<file path="src/rtl/scratchpad_dma_pkg.sv">
// Shared definitions for the scratchpad DMA: FSM states, fixed a-channel
// fields and the transfer word size.
package scratchpad_dma_pkg;

    typedef enum logic [2:0] {
        ST_IDLE,
        ST_RD_REQ,
        ST_RD_RSP,
        ST_WR_REQ,
        ST_WR_RSP,
        ST_DONE
    } state_e;

    localparam int unsigned WordBytes = 4;
    localparam logic [1:0]  ASize     = 2'd2;
    localparam logic [3:0]  AMask     = 4'hF;
    localparam logic [2:0]  AParam    = 3'b000;

endpackage

</file>
<file path="src/rtl/tlul_pkg.sv">
// TL-UL channel types and integrity helpers used by bus hosts in this slice.
// Integrity is a 7-bit Hamming-style check code over the command or data word.
package tlul_pkg;

    typedef enum logic [2:0] {
        PutFullData    = 3'h0,
        PutPartialData = 3'h1,
        Get            = 3'h4
    } tl_a_op_e;

    typedef enum logic [2:0] {
        AccessAck     = 3'h0,
        AccessAckData = 3'h1
    } tl_d_op_e;

    typedef struct packed {
        logic [6:0] cmd_intg;
        logic [6:0] data_intg;
    } tl_a_user_t;

    typedef struct packed {
        logic        a_valid;
        tl_a_op_e    a_opcode;
        logic [2:0]  a_param;
        logic [1:0]  a_size;
        logic [7:0]  a_source;
        logic [31:0] a_address;
        logic [3:0]  a_mask;
        logic [31:0] a_data;
        tl_a_user_t  a_user;
        logic        d_ready;
    } tl_h2d_t;

    typedef struct packed {
        logic        d_valid;
        tl_d_op_e    d_opcode;
        logic [2:0]  d_param;
        logic [1:0]  d_size;
        logic [7:0]  d_source;
        logic [0:0]  d_sink;
        logic [31:0] d_data;
        logic [13:0] d_user;
        logic        d_error;
        logic        a_ready;
    } tl_d2h_t;

    // Check bit i covers every payload bit whose (index+1) has bit i set.
    function automatic logic [6:0] intg_code(input logic [63:0] v);
        logic [6:0] p;
        p = '0;
        for (int unsigned j = 0; j < 64; j++) begin
            for (int unsigned i = 0; i < 7; i++) begin
                if ((((j + 1) >> i) & 32'd1) == 32'd1) begin
                    p[i] = p[i] ^ v[j];
                end
            end
        end
        return p;
    endfunction

    function automatic logic [6:0] get_cmd_intg(input tl_a_op_e op,
                                                input logic [31:0] addr,
                                                input logic [3:0] mask);
        return intg_code({25'b0, op, addr, mask});
    endfunction

    function automatic logic [6:0] get_data_intg(input logic [31:0] data);
        return intg_code({32'b0, data});
    endfunction

endpackage

</file>
<file path="src/rtl/scratchpad_dma_areq.sv">
// A-channel request register: loads one request, holds every field stable
// until the handshake, and attaches command/data integrity.
module scratchpad_dma_areq
    import scratchpad_dma_pkg::*;
#(
    parameter int unsigned SourceId = 0
) (
    input  logic               clk_i,
    input  logic               rst_i,
    input  logic               load_i,
    input  tlul_pkg::tl_a_op_e opcode_i,
    input  logic [31:0]        addr_i,
    input  logic [31:0]        data_i,
    input  logic               a_ready_i,
    output tlul_pkg::tl_h2d_t  tl_a_o
);

    logic               valid_q, valid_d;
    tlul_pkg::tl_a_op_e opcode_q, opcode_d;
    logic [31:0]        addr_q, addr_d;
    logic [31:0]        data_q, data_d;

    // Load a new request, or retire the current one on handshake.
    always_comb begin
        valid_d  = valid_q;
        opcode_d = opcode_q;
        addr_d   = addr_q;
        data_d   = data_q;
        if (load_i) begin
            valid_d  = 1'b1;
            opcode_d = opcode_i;
            addr_d   = addr_i;
            data_d   = data_i;
        end else if (valid_q && a_ready_i) begin
            valid_d = 1'b0;
        end
    end

    // Request registers.
    always_ff @(posedge clk_i) begin
        if (rst_i) begin
            valid_q  <= 1'b0;
            opcode_q <= tlul_pkg::Get;
            addr_q   <= '0;
            data_q   <= '0;
        end else begin
            valid_q  <= valid_d;
            opcode_q <= opcode_d;
            addr_q   <= addr_d;
            data_q   <= data_d;
        end
    end

    // Drive the channel from the held registers; d_ready is owned by the FSM.
    always_comb begin
        tl_a_o                  = '0;
        tl_a_o.a_valid          = valid_q;
        tl_a_o.a_opcode         = opcode_q;
        tl_a_o.a_param          = AParam;
        tl_a_o.a_size           = ASize;
        tl_a_o.a_source         = 8'(SourceId);
        tl_a_o.a_address        = addr_q;
        tl_a_o.a_mask           = AMask;
        tl_a_o.a_data           = data_q;
        tl_a_o.a_user.cmd_intg  = tlul_pkg::get_cmd_intg(opcode_q, addr_q, AMask);
        tl_a_o.a_user.data_intg = tlul_pkg::get_data_intg(data_q);
        tl_a_o.d_ready          = 1'b0;
    end

endmodule

</file>
<file path="src/rtl/scratchpad_dma.sv">
// Scratchpad DMA: copies len_i 32-bit words from src to dst over TL-UL,
// one Get then one Put per word, with a single transaction in flight.
// Optional busy-cycle counter on cycles_o when SCRATCHPAD_DMA_PERF_EN is defined.
module scratchpad_dma
    import scratchpad_dma_pkg::*;
#(
    parameter int unsigned SourceId = 0,
    parameter int unsigned LenW     = 16
) (
    input  logic              clk_i,
    input  logic              rst_i,
    input  logic              start_i,
    input  logic [31:0]       src_addr_i,
    input  logic [31:0]       dst_addr_i,
    input  logic [LenW-1:0]   len_i,
    output logic              busy_o,
    output logic              done_o,
    output logic              err_o,
    output tlul_pkg::tl_h2d_t tl_h_o,
    input  tlul_pkg::tl_d2h_t tl_h_i
`ifdef SCRATCHPAD_DMA_PERF_EN
    ,
    output logic [31:0]       cycles_o
`endif
);

    state_e             state_q, state_d;
    logic [31:0]        src_q, src_d;
    logic [31:0]        dst_q, dst_d;
    logic [LenW-1:0]    rem_q, rem_d;
    logic               err_q, err_d;

    logic               ld;
    tlul_pkg::tl_a_op_e ld_op;
    logic [31:0]        ld_addr;
    logic [31:0]        ld_data;
    tlul_pkg::tl_h2d_t  a_req;
    logic               a_fire;

    assign a_fire = a_req.a_valid && tl_h_i.a_ready;

    scratchpad_dma_areq #(
        .SourceId(SourceId)
    ) u_areq (
        .clk_i    (clk_i),
        .rst_i    (rst_i),
        .load_i   (ld),
        .opcode_i (ld_op),
        .addr_i   (ld_addr),
        .data_i   (ld_data),
        .a_ready_i(tl_h_i.a_ready),
        .tl_a_o   (a_req)
    );

    // Next-state and operand updates; a request is loaded on entry to each REQ state.
    always_comb begin
        state_d = state_q;
        src_d   = src_q;
        dst_d   = dst_q;
        rem_d   = rem_q;
        err_d   = err_q;
        ld      = 1'b0;
        ld_op   = tlul_pkg::Get;
        ld_addr = src_q;
        ld_data = '0;
        unique case (state_q)
            ST_IDLE: begin
                if (start_i) begin
                    if (src_addr_i[1:0] != 2'b00 || dst_addr_i[1:0] != 2'b00) begin
                        err_d   = 1'b1;
                        state_d = ST_DONE;
                    end else if (len_i == '0) begin
                        err_d   = 1'b0;
                        state_d = ST_DONE;
                    end else begin
                        err_d   = 1'b0;
                        src_d   = src_addr_i;
                        dst_d   = dst_addr_i;
                        rem_d   = len_i;
                        ld      = 1'b1;
                        ld_op   = tlul_pkg::Get;
                        ld_addr = src_addr_i;
                        state_d = ST_RD_REQ;
                    end
                end
            end
            ST_RD_REQ: begin
                if (a_fire) state_d = ST_RD_RSP;
            end
            ST_RD_RSP: begin
                if (tl_h_i.d_valid) begin
                    if (tl_h_i.d_error) begin
                        err_d   = 1'b1;
                        state_d = ST_DONE;
                    end else begin
                        ld      = 1'b1;
                        ld_op   = tlul_pkg::PutFullData;
                        ld_addr = dst_q;
                        ld_data = tl_h_i.d_data;
                        state_d = ST_WR_REQ;
                    end
                end
            end
            ST_WR_REQ: begin
                if (a_fire) state_d = ST_WR_RSP;
            end
            ST_WR_RSP: begin
                if (tl_h_i.d_valid) begin
                    if (tl_h_i.d_error) begin
                        err_d   = 1'b1;
                        state_d = ST_DONE;
                    end else begin
                        rem_d = rem_q - LenW'(1);
                        src_d = src_q + 32'(WordBytes);
                        dst_d = dst_q + 32'(WordBytes);
                        if (rem_q != LenW'(1)) begin
                            ld      = 1'b1;
                            ld_op   = tlul_pkg::Get;
                            ld_addr = src_q + 32'(WordBytes);
                            state_d = ST_RD_REQ;
                        end else begin
                            state_d = ST_DONE;
                        end
                    end
                end
            end
            ST_DONE: state_d = ST_IDLE;
            default: state_d = ST_IDLE;
        endcase
    end

    // State and operand registers.
    always_ff @(posedge clk_i) begin
        if (rst_i) begin
            state_q <= ST_IDLE;
            src_q   <= '0;
            dst_q   <= '0;
            rem_q   <= '0;
            err_q   <= 1'b0;
        end else begin
            state_q <= state_d;
            src_q   <= src_d;
            dst_q   <= dst_d;
            rem_q   <= rem_d;
            err_q   <= err_d;
        end
    end

    // Host request channel with d_ready asserted only while a response is awaited.
    always_comb begin
        tl_h_o         = a_req;
        tl_h_o.d_ready = (state_q == ST_RD_RSP) || (state_q == ST_WR_RSP);
    end

    assign busy_o = (state_q != ST_IDLE);
    assign done_o = (state_q == ST_DONE);
    assign err_o  = err_q;

`ifdef SCRATCHPAD_DMA_PERF_EN
    logic [31:0] cycles_q, cycles_d;

    // Busy-cycle counter: cleared on an accepted start, saturating.
    always_comb begin
        cycles_d = cycles_q;
        if (state_q == ST_IDLE && start_i) begin
            cycles_d = '0;
        end else if (state_q != ST_IDLE && cycles_q != '1) begin
            cycles_d = cycles_q + 32'd1;
        end
    end

    // Counter register.
    always_ff @(posedge clk_i) begin
        if (rst_i) cycles_q <= '0;
        else       cycles_q <= cycles_d;
    end

    assign cycles_o = cycles_q;
`endif

    logic unused_d;
    assign unused_d = ^{tl_h_i.d_opcode, tl_h_i.d_param, tl_h_i.d_size,
                        tl_h_i.d_source, tl_h_i.d_sink, tl_h_i.d_user,
                        a_req.d_ready};

endmodule

</file>
<file path="config.mk">
export PLATFORM = sky130hd
export DESIGN_NAME = scratchpad_dma
export DESIGN_NICKNAME = d
export VERILOG_FILES = /design/src/rtl/scratchpad_dma_pkg.sv /design/src/rtl/tlul_pkg.sv /design/src/rtl/scratchpad_dma_areq.sv /design/src/rtl/scratchpad_dma.sv
export SDC_FILE = /design/constraint.sdc
export NUM_CORES = 1
export LEC_CHECK = 0
export CORE_MARGIN = 2
export CORE_UTILIZATION = 35
export DETAILED_ROUTE_END_ITERATION = 10
export PLACE_DENSITY_LB_ADDON = 0.15
export SETUP_SLACK_MARGIN = 0.1
export SYNTH_ARGS = -nofsm -noshare
export SYNTH_HDL_FRONTEND = slang
export SYNTH_SLANG_ARGS = --single-unit
export TNS_END_PERCENT = 10
</file>
<file path="constraint.sdc">
create_clock -name clk_i -period 3.8 [get_ports clk_i]
set_input_delay 0.76 -clock clk_i [delete_from_list [all_inputs] [get_ports clk_i]]
set_output_delay 0.76 -clock clk_i [all_outputs]
set_load 0.1 [all_outputs]
</file>
==> After elaboration in Yosys (flattened, before gate mapping) <==
Cells that the tools add are included.
{ "totals": {"reg_bits": 152, "inputBits": 149, "output_inout_bits": 103, "wordCells": 266} }
{ "op_classes": {"bitwise_logic": 165, "add_sub_neg": 3, "n_reduce_logical": 16, "eq_ne": 16, "muxes": 57} }
{ "op_table": {"columns": ["op", "count"], "rows": [
  ["$mux W32", 18],
  ["$xor A1 B1 Y1", 164],
  ["$pmux W32 S2", 2],
  ["$pmux W32 S3", 1],
  ["$mux W16", 5],
  ["$add A32 B3 Y32 const B", 2],
  ["$mux W3", 13],
  ["$pmux W16 S2", 1],
  ["$logic_not A16 Y1", 1],
  ["$ne A16 B1 Y1 const B", 1],
  ["$ne A2 B2 Y1 const B", 8],
  ["$sub A16 B1 Y16 const B", 1],
  ["$pmux W3 S5", 1],
  ["$mux W1", 14],
  ["$reduce_bool A2 Y1", 5],
  ["$eq A3 B2 Y1 const B", 2],
  ["$eq A3 B3 Y1 const B", 2],
  ["$reduce_and A6 Y1", 1],
  ["$reduce_and A5 Y1", 1],
  ["$ne A2 B1 Y1 const B", 2],
  ["$reduce_and A4 Y1", 1],
  ["$eq A3 B1 Y1 const B", 1],
  ["$logic_not A3 Y1", 1],
  ["$pmux W1 S3", 1],
  ["other kinds (7)", 8]
]} }

==> Depth between registers and ports, before layout <==
Gate-level depths: netlist of run 1.
{ "logic_depth": {"ltp_word": 19, "depth_mapped": 10, "depth_no_buf": 8} }

==> Modules after synthesis <==
A second synthesis of run 1 with hierarchy kept.
{ "hier_totals": {"cells_unflattened": 1327, "hier_area_um2": 10418.7} }
{ "by_module_without_submodules": {"columns": ["mod", "area_each_um2", "seq_area_each_um2", "cells_per_inst", "n_inst"], "rows": [
  ["scratchpad_dma", 6816.5, 1681.6, 982, 1],
  ["scratchpad_dma_areq", 3602.2, 1361.3, 345, 1]
]} }

==> Least setup slack after synthesis of run 1 <==
OpenSTA, ideal clock, no wires.
{ "synth_path": {"kind": "flip-flop to output port", "startpoint": "register u_areq.addr_q[17]", "endpoint": "output port tl_h_o[10] (netlist bit)", "t_required_ps": 3040, "path_stages_with_launch": 6, "slack_ps": -281, "arrival_time_ps": 3321, "n_path_buf": 0, "path_cell_list": "dfxtp_1 -> xor2_1 -> xnor2_1 -> xnor2_1 -> xnor2_1 -> xnor2_1"} }
{ "synth_rtl": {"columns": ["element", "line_no", "rtl"], "rows": [
  ["start, declared", "scratchpad_dma_areq.sv:20", "logic [31:0] addr_q, addr_d;"],
  ["start signal, assigned", "scratchpad_dma_areq.sv:49", "addr_q <= addr_d;"],
  ["end, declared", "scratchpad_dma.sv:19", "output tlul_pkg::tl_h2d_t tl_h_o,"]
]} }

==> Final worst setup path of run 1 <==
{ "layout_path": {"startpoint": "input port src_addr_i[0]", "endpoint": "register u_areq.addr_q[10]"} }
{ "layout_between": {"elab_chain_len": 5, "elab_cells_between_ends": 8, "cone_classes": "mux (6); reduce/logical (2)"} }
{ "layout_lines": {"columns": ["element", "line_no", "rtl"], "rows": [
  ["start, declared", "scratchpad_dma.sv:13", "input logic [31:0] src_addr_i,"],
  ["$reduce_bool A2 Y1 (*)", "scratchpad_dma.sv:69", "if (src_addr_i[1:0] != 2'b00 || dst_addr_i[1:0] != 2'b00) begin"],
  ["$logic_or A1 B1 Y1 (*)", "scratchpad_dma.sv:69", null],
  ["$mux W32 or $mux W1 (tied branches) (2 in a row)", null, null],
  ["$pmux W32 S3 or $pmux W1 S3 (tied branches)", "scratchpad_dma.sv:66", "unique case (state_q)"]
]} }
Every way passes the cells marked *; elsewhere a longest branch is shown, timed or not.
A chain may end at the register's enable or synchronous reset.

==> parameters.txt, run 1 <==
Parameter                              Value

Layout
  Fraction of final layout cells sized beyond drive strength 1 ... 0.0894
  Syn-to-layout area delta ... 29.8%
  Antenna Cells ... 0
  Final layout net count ... 1571
  Number of standard cells in the final layout excluding fillers ... 1772

Setup path
  Endpoint of the most critical register-to-register path ... u_areq.addr_q[10]$_SDFFE_PP0P_
  Required time of the worst setup path ... 4.16 ns
  Category of the worst setup path capture point ... register
  Data arrival time of the worst path ... 3.50 ns
  Max incr delay on CP ... 0.79 ns
  Highest net fanout along the worst path ... 9
  Startpoint kind of the worst setup timing path ... primary input
  Worst reg2reg path depth ... 7
  CP max stage cell ... sky130_fd_sc_hd__nor2_1
  Worst setup path endpoint ... u_areq.addr_q[10]$_SDFFE_PP0P_
  Crit Path Class ... primary input to register
  CP cell instances ... clkdlybuf4s50_1 -> nor4_2 -> and2_1 -> nand2_1 -> nor2_1 -> a221oi_1 -> a31oi_1
  Beginning of the worst register-to-register path ... state_q[2]$_SDFFE_PP0P_
  Internal reg-to-reg setup slack ... 0.97 ns
  Launching element of the worst setup path ... src_addr_i[0]

Detailed routing
  Per-cell routed wire length ... 20.9 um
  Number of search-and-repair iterations in the first detailed-routing pass ... 5
  DRC violation total after the first TritonRoute iteration ... 954
  Via count ... 10200
  Via count normalized by instance count ... 5.75
  Detailed-route wire length ... 37000 um
  DRC violations left ... 0
  Number of nets with antenna violations after routing ... 0

STA
  Unrepaired setup endpoints after global routing ... false
  Maximum clock frequency ... 319 MHz
  Shortest clock period the worst path allows after layout ... 3.14 ns
  Final setup violating endpoints ... 0
  Clock Skews ... 0.0121 ns
  Slew Limit Fails ... 0
  Share of the clock period used by the worst path after layout ... 0.825
  Worst-case headroom to the max-slew limit ... 0.244
  Count of endpoints failing hold in the final timing report ... 0
  Min Hold Slack ... 0.480 ns
  Slew at the pin closest to its max-slew limit ... 1.13 ns

Pwr
  Internal power of the cells ... 0.00315 W
  Share of total power in sequential cells ... 0.337
  Switching part of the total power ... 0.385
  Peak supply drop ... 282 uV
  Pwr per Cell Area ... 411 nW/um2
  Proportion of power drawn by combinational gates ... 0.298
  Psw ... 0.00197 W
  Leak pwr ... 4.28 nW
  Clock power frac ... 0.365

Floorplan
  Area of the core ... 27000 um2
  Die span in x ... 170 um
  Effective utilization at floorplan ... 0.357
  Top Ports ... 252
  Overall die area ... 28800 um2
  Die H ... 170 um
  Row count ... 60

Synthesis
  Number of synthesized flops with an enable pin ... 0
  Sequential area share after synthesis ... 0.312
  Commonest register cell after synthesis ... sky130_fd_sc_hd__dfxtp_1
  Main combinational cell family by area after synthesis ... compound AO/OA/AOI/OAI gates
  Number of cells produced by synthesis ... 1260
  Post-synthesis share of cell area spent on full adders, half adders and majority gates ... 0.00520
  Fraction of post-synthesis cell area in the top cell type by area ... 0.312
  Synth Cell Area ... 9620 um2
  Simple-gate portion of the synthesized area ... 0.218
  Async set-or-reset flop fraction in the synthesized netlist ... 0
  Most common cell in the netlist ... sky130_fd_sc_hd__nand2_1
  Count of cell types in the netlist ... 79
  Top cells by area, synth ... sky130_fd_sc_hd__dfxtp_1 (31%), sky130_fd_sc_hd__xnor2_1 (10%), sky130_fd_sc_hd__a21oi_1 (6.7%)
  Cell type contributing the most total cell area after synthesis ... sky130_fd_sc_hd__dfxtp_1
  Yosys reg bits ... 150
  Most frequent cells after synthesis ... sky130_fd_sc_hd__nand2_1 (170), sky130_fd_sc_hd__dfxtp_1 (150), sky130_fd_sc_hd__a21oi_1 (129)
  Mean instance size in the synthesized netlist ... 7.63 um2
  Synth warnings ... 0
  Multiplexer share of the synthesized area ... 0.0103
  Area fraction in compound gates after synthesis ... 0.262
  Area share of xor/xnor cells in the synthesized design ... 0.121

Clock network
  Clock tree from TritonCTS ... yes
  Clk sinks ... 150
  Resized Gates After CTS ... 0
  Reg clk slew, reported paths ... 0.07 ns
  Number of buffers inserted by post-CTS setup repair ... 0
  Total clock buffers created by CTS ... 17
  Clock insertion delay at the later pin of the skew report ... 0.44 ns
  Number of buffers on the longest clock path ... 2
  H-tree Lvls ... 4
  Total of hold buffers inserted after clock tree synthesis ... 0
  Library cell used as clock root buffer ... sky130_fd_sc_hd__clkbuf_16

Global route
  Global route overflow ... 0
  All-layer global routing usage ... 0.252
  Via count of the first global-routing pass ... 9459
  Maximum number of pins on one net before global-route repair ... 93
  Wire length of the first global-routing pass ... 56400 um
  Number of antenna violations at the first check in global routing ... 0

Min path
  Classification of the worst-slack hold path ... register to register

Outcome
  Status ... finished, final reports clean

Placed design
  Total half-perimeter wirelength after legalization and detailed placement ... 26300 um
  Final Wtd Congestion ... 0.886
  Quantity of I/O buffers inserted on ports ... 199
  Number of cells after detailed placement ... 1740

Job
  Count of max-cap constraint violations ... 0
-- per-stage QoR --
| stage | instance area [um2] | setup slack, ns | TNS [ns] | total power, W | utilization |
|---|---|---|---|---|---|
| after floorplan | 9700 | -0.257 | -1.86 | 0.00285 | - |
| after global placement | 11900 | 0.286 | 0 | 0.00327 | 0.440 |
| after CTS | 12500 | 0.710 | 0 | 0.00513 | 0.463 |
| after detailed placement | 11900 | 0.320 | 0 | 0.00328 | 0.440 |
| after global routing | 12500 | 0.598 | 0 | 0.00531 | 0.463 |
| final | 12500 | 0.664 | 0 | 0.00513 | 0.463 |
-- worst min path at each step --
| stage | from | to | slack (ns) | cells past startpoint |
|---|---|---|---|---|
| floorplan | dst_q[0]$_SDFFE_PP0P_ | dst_q[0]$_SDFFE_PP0P_ | 0.45 | 1 |
| global placement | src_q[1]$_SDFFE_PP0P_ | src_q[1]$_SDFFE_PP0P_ | 0.47 | 1 |
| detailed placement | src_q[0]$_SDFFE_PP0P_ | src_q[0]$_SDFFE_PP0P_ | 0.47 | 1 |
| CTS | src_q[1]$_SDFFE_PP0P_ | src_q[1]$_SDFFE_PP0P_ | 0.48 | 1 |
| global route | src_q[0]$_SDFFE_PP0P_ | src_q[0]$_SDFFE_PP0P_ | 0.49 | 1 |
| finish | src_q[1]$_SDFFE_PP0P_ | src_q[1]$_SDFFE_PP0P_ | 0.48 | 1 |
-- worst max-delay path, delay by kind of cell --
| kind | cells | cell delay (ns) |
|---|---|---|
| AND/OR/NAND/NOR | 4 | 1.79 |
| AO/OA/AOI/OAI | 2 | 0.53 |
| buffers and inverters | 1 | 0.41 |
-- routing by layer --
metal	track usage	vias up	routed length [um]
li1	-	4853	-
met1	0.362	4785	17000
met2	0.389	499	16300
met3	0.0417	47	3010
met4	0.0673	0	649
met5	0	-	0
-- power by group through the flow --
stage	registers [W]	clock network [W]	logic (W)
after floorplan	0.00184	0	0.00100
after global placement	0.00176	0	0.00151
after detailed placement	0.00176	0	0.00152
after CTS	0.00172	0.00189	0.00152
after global routing	0.00174	0.00197	0.00160
final	0.00173	0.00187	0.00153
-- area by class of cell --
cell class                 count  area, um2
clock buffer                  17        425
clock inverter                15        203
fill                        2688      14500
inverter                      16       60.1
multi-input combinational    992       6030
sequential                   150       3000
tap                          341        427
timing repair buffer         241       2330
-- flip-flops by register name (all words and copies together), names as in the netlist --
register / count
u_areq.data_q: 32
u_areq.addr_q: 32
state_q: 3
err_o: 1
u_areq.valid_q: 1
u_areq.opcode_q: 1
rem_q: 16
dst_q: 32
src_q: 32
-- cell families after synthesis --
kind of cell | Yosys count
fa+ha+maj | 4
mux | 9
buf+inv | 137
compound gates | 403
other cells | 2
flops | 150
xor+xnor | 131
simple gates | 424
-- cells in the final DEF, fill, tap and decap left out, drive strengths merged, types with 5 or more instances in the layout --
| cell type | synthesis | layout |
|---|---|---|
| a211oi | 25 | 25 |
| nand3 | 35 | 35 |
| clkdlybuf4s50 | 0 | 184 |
| mux2 | 7 | 7 |
| a222oi | 6 | 6 |
| o31ai | 7 | 7 |
| and3 | 22 | 22 |
| or3 | 6 | 6 |
| nor2 | 79 | 79 |
| buf | 62 | 57 |
| xnor2 | 110 | 110 |
| and2 | 7 | 7 |
| a22oi | 24 | 24 |
| inv | 15 | 25 |
| a21o | 6 | 6 |
| clkbuf | 59 | 17 |
| and4 | 7 | 7 |
| o21ai | 99 | 99 |
| nor3 | 24 | 24 |
| a221oi | 14 | 14 |
| o32ai | 7 | 7 |
| o22ai | 13 | 13 |
| o211ai | 7 | 7 |
| nor4 | 26 | 26 |
| conb | 2 | 21 |
| nand4 | 25 | 25 |
| dfxtp | 150 | 150 |
| or2 | 6 | 6 |
| nand2b | 5 | 5 |
| a31oi | 29 | 29 |
| xor2 | 20 | 20 |
| a21oi | 129 | 129 |
| nand2 | 170 | 170 |
Power figures use the tool's default switching activity.
==> inputs of run 2 (changes only) <==
==> constraint.sdc (replaced) <==
create_clock -name clk_i -period 3.05 [get_ports clk_i]
set_input_delay 0.61 -clock clk_i [delete_from_list [all_inputs] [get_ports clk_i]]
set_output_delay 0.61 -clock clk_i [all_outputs]
set_load 0.1 [all_outputs]
==> run 2 against run 1 <==
Effect of this change:
- worst hold slack worse by 0.011 ns
- register-to-register slack worse by 0.64 ns
- sequential cell count stayed put
- cell area is 4.3% higher
- clock skew hardly changed
- sequential power is 24% higher
- critical path type is now register to output port
- critical endpoint is now tl_h_o[5]
- largest power group unchanged
==> parameters.txt, run 2 (synthesized netlist as in run 1, its figures left out) <==
Parameter                              Value

Clock network
  Number of buffers on the longest clock path ... 2
  Total clock buffers created by CTS ... 17
  H-tree Lvls ... 4
  Total of hold buffers inserted after clock tree synthesis ... 0
  Library cell used as clock root buffer ... sky130_fd_sc_hd__clkbuf_16
  Reg clk slew, reported paths ... 0.07 ns
  Clock insertion delay at the later pin of the skew report ... 0.44 ns
  Number of buffers inserted by post-CTS setup repair ... 0
  Clock tree from TritonCTS ... yes
  Clk sinks ... 150

Global route
  Maximum number of pins on one net before global-route repair ... 53
  Wire length of the first global-routing pass ... 58000 um
  Global route overflow ... 0
  Number of antenna violations at the first check in global routing ... 0
  Via count of the first global-routing pass ... 9765
  All-layer global routing usage ... 0.258

Floorplan
  Area of the core ... 27000 um2
  Top Ports ... 252
  Die span in x ... 170 um
  Die H ... 170 um
  Effective utilization at floorplan ... 0.357
  Overall die area ... 28800 um2
  Row count ... 60

Min path
  Classification of the worst-slack hold path ... register to register
  Cell depth of the worst hold path ... 2

Setup path
  Required time of the worst setup path ... 2.44 ns
  Max incr delay on CP ... 0.50 ns
  CP cell instances ... xor2_1 -> xnor2_1 -> xnor2_2 -> xnor3_2 -> buf_12
  Highest net fanout along the worst path ... 4
  Worst reg2reg path depth ... 9
  Crit Path Class ... register to output port
  Crit-path leading delay family ... XOR/XNOR gates
  Category of the worst setup path capture point ... output port
  CP max stage cell ... sky130_fd_sc_hd__xnor3_2
  Worst Path Buf+Inv ... 1
  Data arrival time of the worst path ... 2.31 ns
  Startpoint kind of the worst setup timing path ... register
  Critical path depth ... 5

Layout
  Fraction of final layout cells sized beyond drive strength 1 ... 0.183
  Antenna Cells ... 0
  Final layout net count ... 1613
  Syn-to-layout area delta ... 35.3%
  Highest-count cells in the layout ignoring fill and taps ... sky130_fd_sc_hd__nand2_1 (170), sky130_fd_sc_hd__buf_4 (148), sky130_fd_sc_hd__dfxtp_1 (132)
  Final cell utilization of the core ... 0.483
  Most common cell after layout, fill and taps aside ... sky130_fd_sc_hd__nand2_1

STA
  Slew at the pin closest to its max-slew limit ... 0.792 ns
  Count of endpoints failing hold in the final timing report ... 0
  Slew Limit Fails ... 0
  Share of the clock period used by the worst path after layout ... 0.957
  Maximum clock frequency ... 342 MHz
  Unrepaired setup endpoints after global routing ... true
  Shortest clock period the worst path allows after layout ... 2.92 ns
  Worst-case headroom to the max-slew limit ... 0.468
  Final setup violating endpoints ... 0
  Final Worst Setup Slack ... 0.130 ns
  Clock Skews ... 0.0119 ns

Placed design
  Quantity of I/O buffers inserted on ports ... 199
  Total half-perimeter wirelength after legalization and detailed placement ... 27800 um
  Post-place setup slack ... -0.0598 ns
  Final Wtd Congestion ... 0.971

Pwr
  Pwr per Cell Area ... 515 nW/um2
  Overall power ... 0.00670 W
  Leak pwr ... 4.75 nW
  Peak supply drop ... 259 uV

Detailed routing
  Per-cell routed wire length ... 20.8 um
  Via count ... 10400
  Detailed-route wire length ... 37700 um
  Number of nets with antenna violations after routing ... 0
  Via count normalized by instance count ... 5.75
  Number of search-and-repair iterations in the first detailed-routing pass ... 6
  DRC violations left ... 0
  DRC violation total after the first TritonRoute iteration ... 945

Outcome
  Status ... finished, final reports clean

Job
  Count of max-cap constraint violations ... 0
==> run 2: cell count changes in the layout (fill, tap and decap cells not counted), sizes merged <==
cell	delta
buf	+110
clkbuf	+1
clkdlybuf4s50	-68
clkinv	+2
inv	-3
==> run 2: layout make-up <==
class,instances,area [um2]
clock buffer,18,439
fill,2690,13900
inverter,16,60.1
timing repair buffer,283,2650
tap,341,427
sequential,150,3030
multi-input combinational,992,6220
clock inverter,14,189
==> run 2: final timing paths <==
kind,startpoint,to,slack [ns]
max,u_areq.data_q[30]$_SDFFE_PP0P_,tl_h_o[5],0.13
max reg2reg,rem_q[1]$_SDFFE_PP0P_,u_areq.addr_q[2]$_SDFFE_PP0P_,0.33
min,u_areq.data_q[25]$_SDFFE_PP0P_,u_areq.data_q[25]$_SDFFE_PP0P_,0.47
min reg2reg,u_areq.data_q[25]$_SDFFE_PP0P_,u_areq.data_q[25]$_SDFFE_PP0P_,0.47
==> run 2: tightest hold or removal path: stages (launching register included) <==
cell and delay (ns):
sky130_fd_sc_hd__dfxtp_2 0.33, sky130_fd_sc_hd__nand2_1 0.05, sky130_fd_sc_hd__a21oi_1 0.05
==> run 2: metal layers <==
metal  global-route usage  share of wire  wire length [um]
met1                0.363           0.45             16900
met2                0.400           0.43             16400
met3               0.0485          0.092              3460
met4               0.0814          0.026               986
met5                    0              0                 0
==> run 2: stage by stage <==
step	cell area (um2)	hold slack [ns]	cells	setup TNS, ns
after floorplan	9890	0.453	1279	-0.0454
after global placement	12400	0.457	1782	-0.0678
after detailed placement	12400	0.462	1782	-0.0598
after CTS	13000	0.472	1814	0
after global routing	13000	0.503	1814	0
final	13000	0.469	1814	0
==> run 2: report_power, final <==
part / internal (W) / leakage, nW / switching, W
clock network: 0.00134 / 0.308 / 0.000983
registers: 0.00203 / 1.22 / 0.000112
logic: 0.000807 / 3.22 / 0.00143
==> run 2: repair_timing <==
| item | in CTS | in global routing |
|---|---|---|
| setup endpoints to repair | 5 | 5 |
| hold endpoints to repair | 0 | 0 |
| gates resized for setup | 1 | 2 |
